File: src/rtl/ofdm_pkg.sv
// Shared constants and FSM state types for the OFDM receiver FFT input path.
// Latency: n/a (types and constants only).
// Backpressure: n/a.
package ofdm_pkg;

  localparam int DEF_LOG2N  = 6;
  localparam int DEF_CP_LEN = 16;

  typedef enum logic [1:0] {
    W_IDLE = 2'd0,
    W_CP   = 2'd1,
    W_DATA = 2'd2
  } wr_state_t;

  typedef enum logic {
    R_IDLE = 1'b0,
    R_READ = 1'b1
  } rd_state_t;

endpackage

File: src/rtl/bit_reverse.sv
// Reverses the bit order of a W-bit index (pure wiring).
// Latency: 0 cycles, combinational.
// Backpressure: none.
module bit_reverse #(
  parameter int W = 6
) (
  input  logic [W-1:0] i_dat,
  output logic [W-1:0] o_dat
);

  for (genvar g = 0; g < W; g++) begin : g_rev
    assign o_dat[g] = i_dat[W-1-g];
  end

endmodule

File: src/rtl/pingpong_addr_gen.sv
// Ping-pong address generator: strips the CP, writes N-point symbols into alternating banks, reads the other bank toward the FFT.
// Latency: wr_en/wr_addr same cycle as the sample; first rd_en 2 cycles after a bank's last write; out_valid 1 cycle after rd_en.
// Backpressure: reads advance only on rd_ready; a symbol whose target bank is still full is dropped whole with an overflow pulse.
module pingpong_addr_gen
  import ofdm_pkg::*;
#(
  parameter int LOG2N     = DEF_LOG2N,
  parameter int CP_LEN    = DEF_CP_LEN,
  parameter bit BITREV_WR = 1'b1
) (
  input  logic             clk,
  input  logic             rst_n,
  input  logic             in_valid,
  input  logic             sym_start,
  input  logic             rd_ready,
  output logic             wr_en,
  output logic             wr_bank,
  output logic [LOG2N-1:0] wr_addr,
  output logic             rd_en,
  output logic             rd_bank,
  output logic [LOG2N-1:0] rd_addr,
  output logic             out_valid,
  output logic             sym_done,
  output logic             overflow
);

  localparam int CPW = (CP_LEN > 0) ? $clog2(CP_LEN + 1) : 1;
  localparam logic [CPW-1:0]   CP_ONE   = CPW'(1);
  localparam logic [CPW-1:0]   CP_LAST  = CPW'(CP_LEN);
  localparam logic [LOG2N-1:0] CNT_ONE  = LOG2N'(1);
  localparam logic [LOG2N-1:0] CNT_LAST = '1;

  wr_state_t        r_wr_state;
  rd_state_t        r_rd_state;
  logic [CPW-1:0]   r_cp_cnt;
  logic [LOG2N-1:0] r_wr_cnt;
  logic [LOG2N-1:0] r_rd_cnt;
  logic [1:0]       r_full;
  logic             r_wr_bank;
  logic             r_rd_bank;
  logic             r_out_valid;
  logic             r_sym_done;
  logic             r_overflow;

  logic             w_start;
  logic             w_cp_sample;
  logic [CPW-1:0]   w_cp_nxt;
  logic             w_entry;
  logic             w_drop;
  logic [LOG2N-1:0] w_wr_idx;
  logic             w_wr_last;
  logic             w_rd_last;
  logic [1:0]       w_full_set;
  logic [1:0]       w_full_clr;
  logic [LOG2N-1:0] w_rev_in;
  logic [LOG2N-1:0] w_rev_out;

  // A qualified sym_start restarts the symbol from any write state.
  assign w_start     = in_valid && sym_start;
  // Samples that count toward the cyclic prefix (the sym_start sample is CP sample 0).
  assign w_cp_sample = (CP_LEN > 0) && (w_start || (in_valid && (r_wr_state == W_CP)));
  assign w_cp_nxt    = w_start ? CP_ONE : (r_cp_cnt + CP_ONE);
  // Entry into the data phase: the last CP sample, or the sym_start sample itself with no CP.
  assign w_entry     = (CP_LEN == 0) ? w_start : (w_cp_sample && (w_cp_nxt == CP_LAST));
  assign w_drop      = w_entry && r_full[r_wr_bank];

  assign wr_en     = (in_valid && !sym_start && (r_wr_state == W_DATA)) ||
                     ((CP_LEN == 0) && w_start && !w_drop);
  assign w_wr_idx  = w_start ? '0 : r_wr_cnt;
  assign w_wr_last = wr_en && (w_wr_idx == CNT_LAST);

  assign rd_en     = (r_rd_state == R_READ) && rd_ready;
  assign w_rd_last = rd_en && (r_rd_cnt == CNT_LAST);

  assign w_full_set = {w_wr_last &&  r_wr_bank, w_wr_last && !r_wr_bank};
  assign w_full_clr = {w_rd_last &&  r_rd_bank, w_rd_last && !r_rd_bank};

  // One reversal instance, placed on whichever side uses the scrambled order.
  assign w_rev_in = BITREV_WR ? w_wr_idx : r_rd_cnt;

  bit_reverse #(.W(LOG2N)) u_bit_reverse (
    .i_dat (w_rev_in),
    .o_dat (w_rev_out)
  );

  assign wr_addr   = BITREV_WR ? w_rev_out : w_wr_idx;
  assign rd_addr   = BITREV_WR ? r_rd_cnt  : w_rev_out;
  assign wr_bank   = r_wr_bank;
  assign rd_bank   = r_rd_bank;
  assign out_valid = r_out_valid;
  assign sym_done  = r_sym_done;
  assign overflow  = r_overflow;

  // Write FSM: CP skip, data-phase counting, bank toggle and overflow pulse.
  always_ff @(posedge clk or negedge rst_n) begin
    if (!rst_n) begin
      r_wr_state <= W_IDLE;
      r_cp_cnt   <= '0;
      r_wr_cnt   <= '0;
      r_wr_bank  <= 1'b0;
      r_overflow <= 1'b0;
    end else begin
      r_overflow <= w_drop;
      if (w_cp_sample) begin
        r_cp_cnt <= w_cp_nxt;
      end
      if (wr_en) begin
        r_wr_cnt <= w_wr_idx + CNT_ONE;
      end else if (w_start) begin
        r_wr_cnt <= '0;
      end
      if (w_wr_last) begin
        r_wr_bank  <= ~r_wr_bank;
        r_wr_state <= W_IDLE;
      end else if (w_entry) begin
        r_wr_state <= w_drop ? W_IDLE : W_DATA;
      end else if (w_start) begin
        r_wr_state <= W_CP;
      end
    end
  end

  // Full flags: set by the writer's last sample, cleared by the reader's last sample (always different banks).
  always_ff @(posedge clk or negedge rst_n) begin
    if (!rst_n) begin
      r_full <= 2'b00;
    end else begin
      r_full <= (r_full | w_full_set) & ~w_full_clr;
    end
  end

  // Read FSM: wait for the current read bank to fill, then stream it out under rd_ready.
  always_ff @(posedge clk or negedge rst_n) begin
    if (!rst_n) begin
      r_rd_state  <= R_IDLE;
      r_rd_cnt    <= '0;
      r_rd_bank   <= 1'b0;
      r_out_valid <= 1'b0;
      r_sym_done  <= 1'b0;
    end else begin
      r_out_valid <= rd_en;
      r_sym_done  <= w_rd_last;
      case (r_rd_state)
        R_IDLE: begin
          if (r_full[r_rd_bank]) begin
            r_rd_state <= R_READ;
          end
        end
        R_READ: begin
          if (rd_en) begin
            r_rd_cnt <= r_rd_cnt + CNT_ONE;
            if (w_rd_last) begin
              r_rd_state <= R_IDLE;
              r_rd_bank  <= ~r_rd_bank;
            end
          end
        end
        default: r_rd_state <= R_IDLE;
      endcase
    end
  end

endmodule

File: config.mk
export PLATFORM = sky130hd
export DESIGN_NAME = pingpong_addr_gen
export DESIGN_NICKNAME = d
export VERILOG_FILES = /design/src/rtl/ofdm_pkg.sv /design/src/rtl/bit_reverse.sv /design/src/rtl/pingpong_addr_gen.sv
export SDC_FILE = /design/constraint.sdc
export NUM_CORES = 1
export LEC_CHECK = 0
export CAP_MARGIN = 10
export CORE_AREA = 2 2 47 67
export CTS_CLUSTER_DIAMETER = 30
export CTS_CLUSTER_SIZE = 24
export DETAILED_ROUTE_END_ITERATION = 10
export DIE_AREA = 0 0 49 69
export GPL_TIMING_DRIVEN = 0
export MAX_ROUTING_LAYER = met4
export PLACE_DENSITY = 0.74
export SKIP_CTS_REPAIR_TIMING = 1
export SLEW_MARGIN = 20
export SYNTH_ARGS = -nofsm -noshare
export SYNTH_HDL_FRONTEND = slang
export SYNTH_HIERARCHICAL = 1
export SYNTH_SLANG_ARGS = --single-unit
File: constraint.sdc
create_clock -name clk -period 2.7 [get_ports clk]
set_input_delay 0.675 -clock clk [delete_from_list [all_inputs] [get_ports clk]]
set_output_delay 0.675 -clock clk [all_outputs]
set_load 0.005 [all_outputs]
==> results.yml <==
route:
  postRouteAntennaNets: 0
  drc: 0
  num_vias: 947
  m1WireLength_um: 1070
  wirelength_um: 2530
  vias_per_cell: 5.15
  drt-initial-drc-count: 21
  route.met3.wl_um: 67
  wire_per_inst_um: 13.8
  met2WireLength_um: 1370
  dr.pass1.iters: 4
  routed.top_layer: "met4"
power:
  p_leak_nw: 0.753
  combPwrFrac_pct: 25.1
  p_seq_share_pct: 53.0
  p_switching_mw: 0.302
  powerDensity_mw_per_mm2: 636
  p_int_mw: 0.741
  vdd_drop_max_v: 0.000372
  clockPowerShare_pct: 21.9
  swShare_pct: 28.9
timing:
  setup_viol: 0
  worstMarginPinSlew_ns: 0.584
  fin_ws_ns: 0.143
  finalSetupTns_ns: 0
  rsz0062_at_grt: "no"
  fmax_ghz: 0.391
  min_period_ns: 2.56
  hold_viol: 0
  slew_headroom_pct: 61.1
  fin_crit_sh_pct: 94.7
  fin_skew_ns: 0.00642
  slew_violations: 0
yosys:
  yosysUniqueCellTypes: 35
  synth_area_leaders: "dfrtp_1 51%, xnor2_1 4.6%, xor2_1 4.6%"
  synth-seq-area-share_pct: 50.6
  ys.warnings.count: 6
  ys_async_sr_fraction_pct: 100
  yosysTopAreaCell: "dfrtp_1"
  synth_compound_area_share_pct: 8.33
  ys_seq_elements: 27
  synth_commonest_cells: "27 x dfrtp_1, 9 x and2_1"
  synth-adder-area-share_pct: 2.81
  avgSynthCellArea_sq_um: 11.0
  synth_edf_count: 0
  netlist_area_sq_mm: 0.00134
  synthXorXnorAreaFrac_pct: 9.18
  synthMuxAreaShare_pct: 2.43
  syn-instance-count: 122
  yosys.area_share.simple_pct: 20.4
  synth_ff_type: "dfrtp_1"
  synth.most_common_cell: "dfrtp_1"
  syn-num-nets: 130
  synth_top_family_by_area: "simple AND/OR/NAND/NOR gates"
  synth_top_area_share_pct: 50.6
clock_network:
  path_clk_slew_ns: 0.09
  clock_path_buffers: 2
  cts_made_buffers: 3
  htreeDepth: 1
  root_buffer: "clkbuf_8"
  cts_tree: "built"
  cts_sinks: 27
  clkLatencyLatePin_ns: 0.27
floorplanning:
  core_sq_mm: 0.00279
  row_count: 23
  io_pins: 24
  die_x_um: 49
  initial_core_util_pct: 47.9
  dieArea_sq_mm: 0.00338
  die_h_um: 69
job:
  drv_cap: 0
place:
  place_ws_ns: -0.305
  port_buffers: 22
  dp_cells: 181
  hpwl_um: 1960
  routabilityCongestion: 0.813
critical_path:
  worstPathArrival_ns: 1.88
  setup.worst_path.end_class: "primary output"
  r2r_slack_ns: 1.08
  crit_fanout: 6
  cp_data_required_time_ns: 2.03
  start_kind: "primary input"
  critPathKind: "primary input to primary output"
final_layout:
  layout.nets: 156
  fill_cells: 258
  seqCellArea_sq_um: 676
  final_util_pct: 58.7
  multi_input_area_sq_um: 578
  drive_above_1_share_pct: 12.9
  fin_cells: 184
  diodes: 0
  area_growth_pct: 22.7
global_route:
  grt_pass1_wl_um: 4310
  grt_max_degree: 28
  grt_usage_pct: 16.5
  first_global_vias: 936
  overflow: 0
  antenna_found_initial: 0
outcome:
  status: "completed"
worst_hold_path:
  hold_class: "primary input to async pin"
[flip-flops by register name, summed over array words and instances (netlist names)]
register and cells:
r_wr_cnt 6, r_wr_state 2, rd_bank 1, r_rd_state 1, r_full 2, r_cp_cnt 5
wr_bank 1, rd_addr 6, out_valid 1, overflow 1, sym_done 1
[metal layers]
| layer | up-vias | GRT usage [%] |
|---|---|---|
| li1 | 466 | - |
| met1 | 453 | 19.3 |
| met2 | 24 | 29.4 |
| met3 | 4 | 2.16 |
| met4 | 0 | 4.76 |
| met5 | - | - |
[critical path, cell delays in order]
cell and delay, ns:
clkdlybuf4s50_1 0.47, and2_2 0.21, clkdlybuf4s50_1 0.53
[final cells by class]
| cell class | count | share of cell area (%) |
|---|---|---|
| sequential | 27 | 41.2 |
| tap | 37 | 2.82 |
| clock buffer | 3 | 2.52 |
| clock inverter | 1 | 0.458 |
| timing repair buffer | 22 | 12.8 |
| buffer | 10 | 3.97 |
| multi-input combinational | 80 | 35.3 |
| inverter | 4 | 0.916 |
[power groups by stage]
stage / clock [mW] / sequential [mW] / combinational [mW]
final: 0.228 / 0.553 / 0.262
after global routing: 0.256 / 0.569 / 0.288
after CTS: 0.237 / 0.554 / 0.268
after detailed placement: 0 / 0.562 / 0.267
after global placement: 0 / 0.557 / 0.255
after floorplan: 0 / 0.552 / 0.116
[path summary, 6_finish.rpt]
kind                                 end        start  cells past startpoint
max reg2reg                r_wr_state[0]  r_cp_cnt[0]                      5
min                           rd_addr[4]        rst_n                      1
max                                rd_en     rd_ready                      3
min in group clk              rd_addr[4]   rd_addr[4]                      1
min reg2reg                   rd_addr[4]   rd_addr[4]                      1
max in group asynchronous    r_cp_cnt[4]        rst_n                      1
[cell usage in the layout, fill, tap and decap left out, types with 2 or more instances in the layout]
master	instances
a2bb2oi_1	2
nor2b_1	2
dfrtp_1	27
inv_1	3
mux2_1	2
nor2_1	7
o21ai_1	5
clkdlybuf4s50_1	20
ha_1	3
xor2_1	7
clkbuf_8	3
nand4_1	3
nand3_1	6
a21boi_1	3
nand2_1	3
and3_1	5
a31oi_1	2
clkbuf_1	2
buf_2	2
buf_4	7
xnor2_1	7
and2_1	8
[per-stage QoR]
step	hold slack [ns]	area (sq um)	power, mW
global route	0.435	1640	1.11
detailed placement	0.489	1600	0.829
CTS	0.412	1650	1.06
floorplan	0.379	1340	0.667
global placement	0.480	1600	0.813
finish	0.395	1640	1.04
[cells by family after synthesis]
logic type      Yosys count
buf+inv                  15
xor+xnor                 14
simple gates             44
flops                    27
fa+ha+maj                 3
mux                       3
compound gates           16
Note: power is estimated with default switching activity, not from simulation.
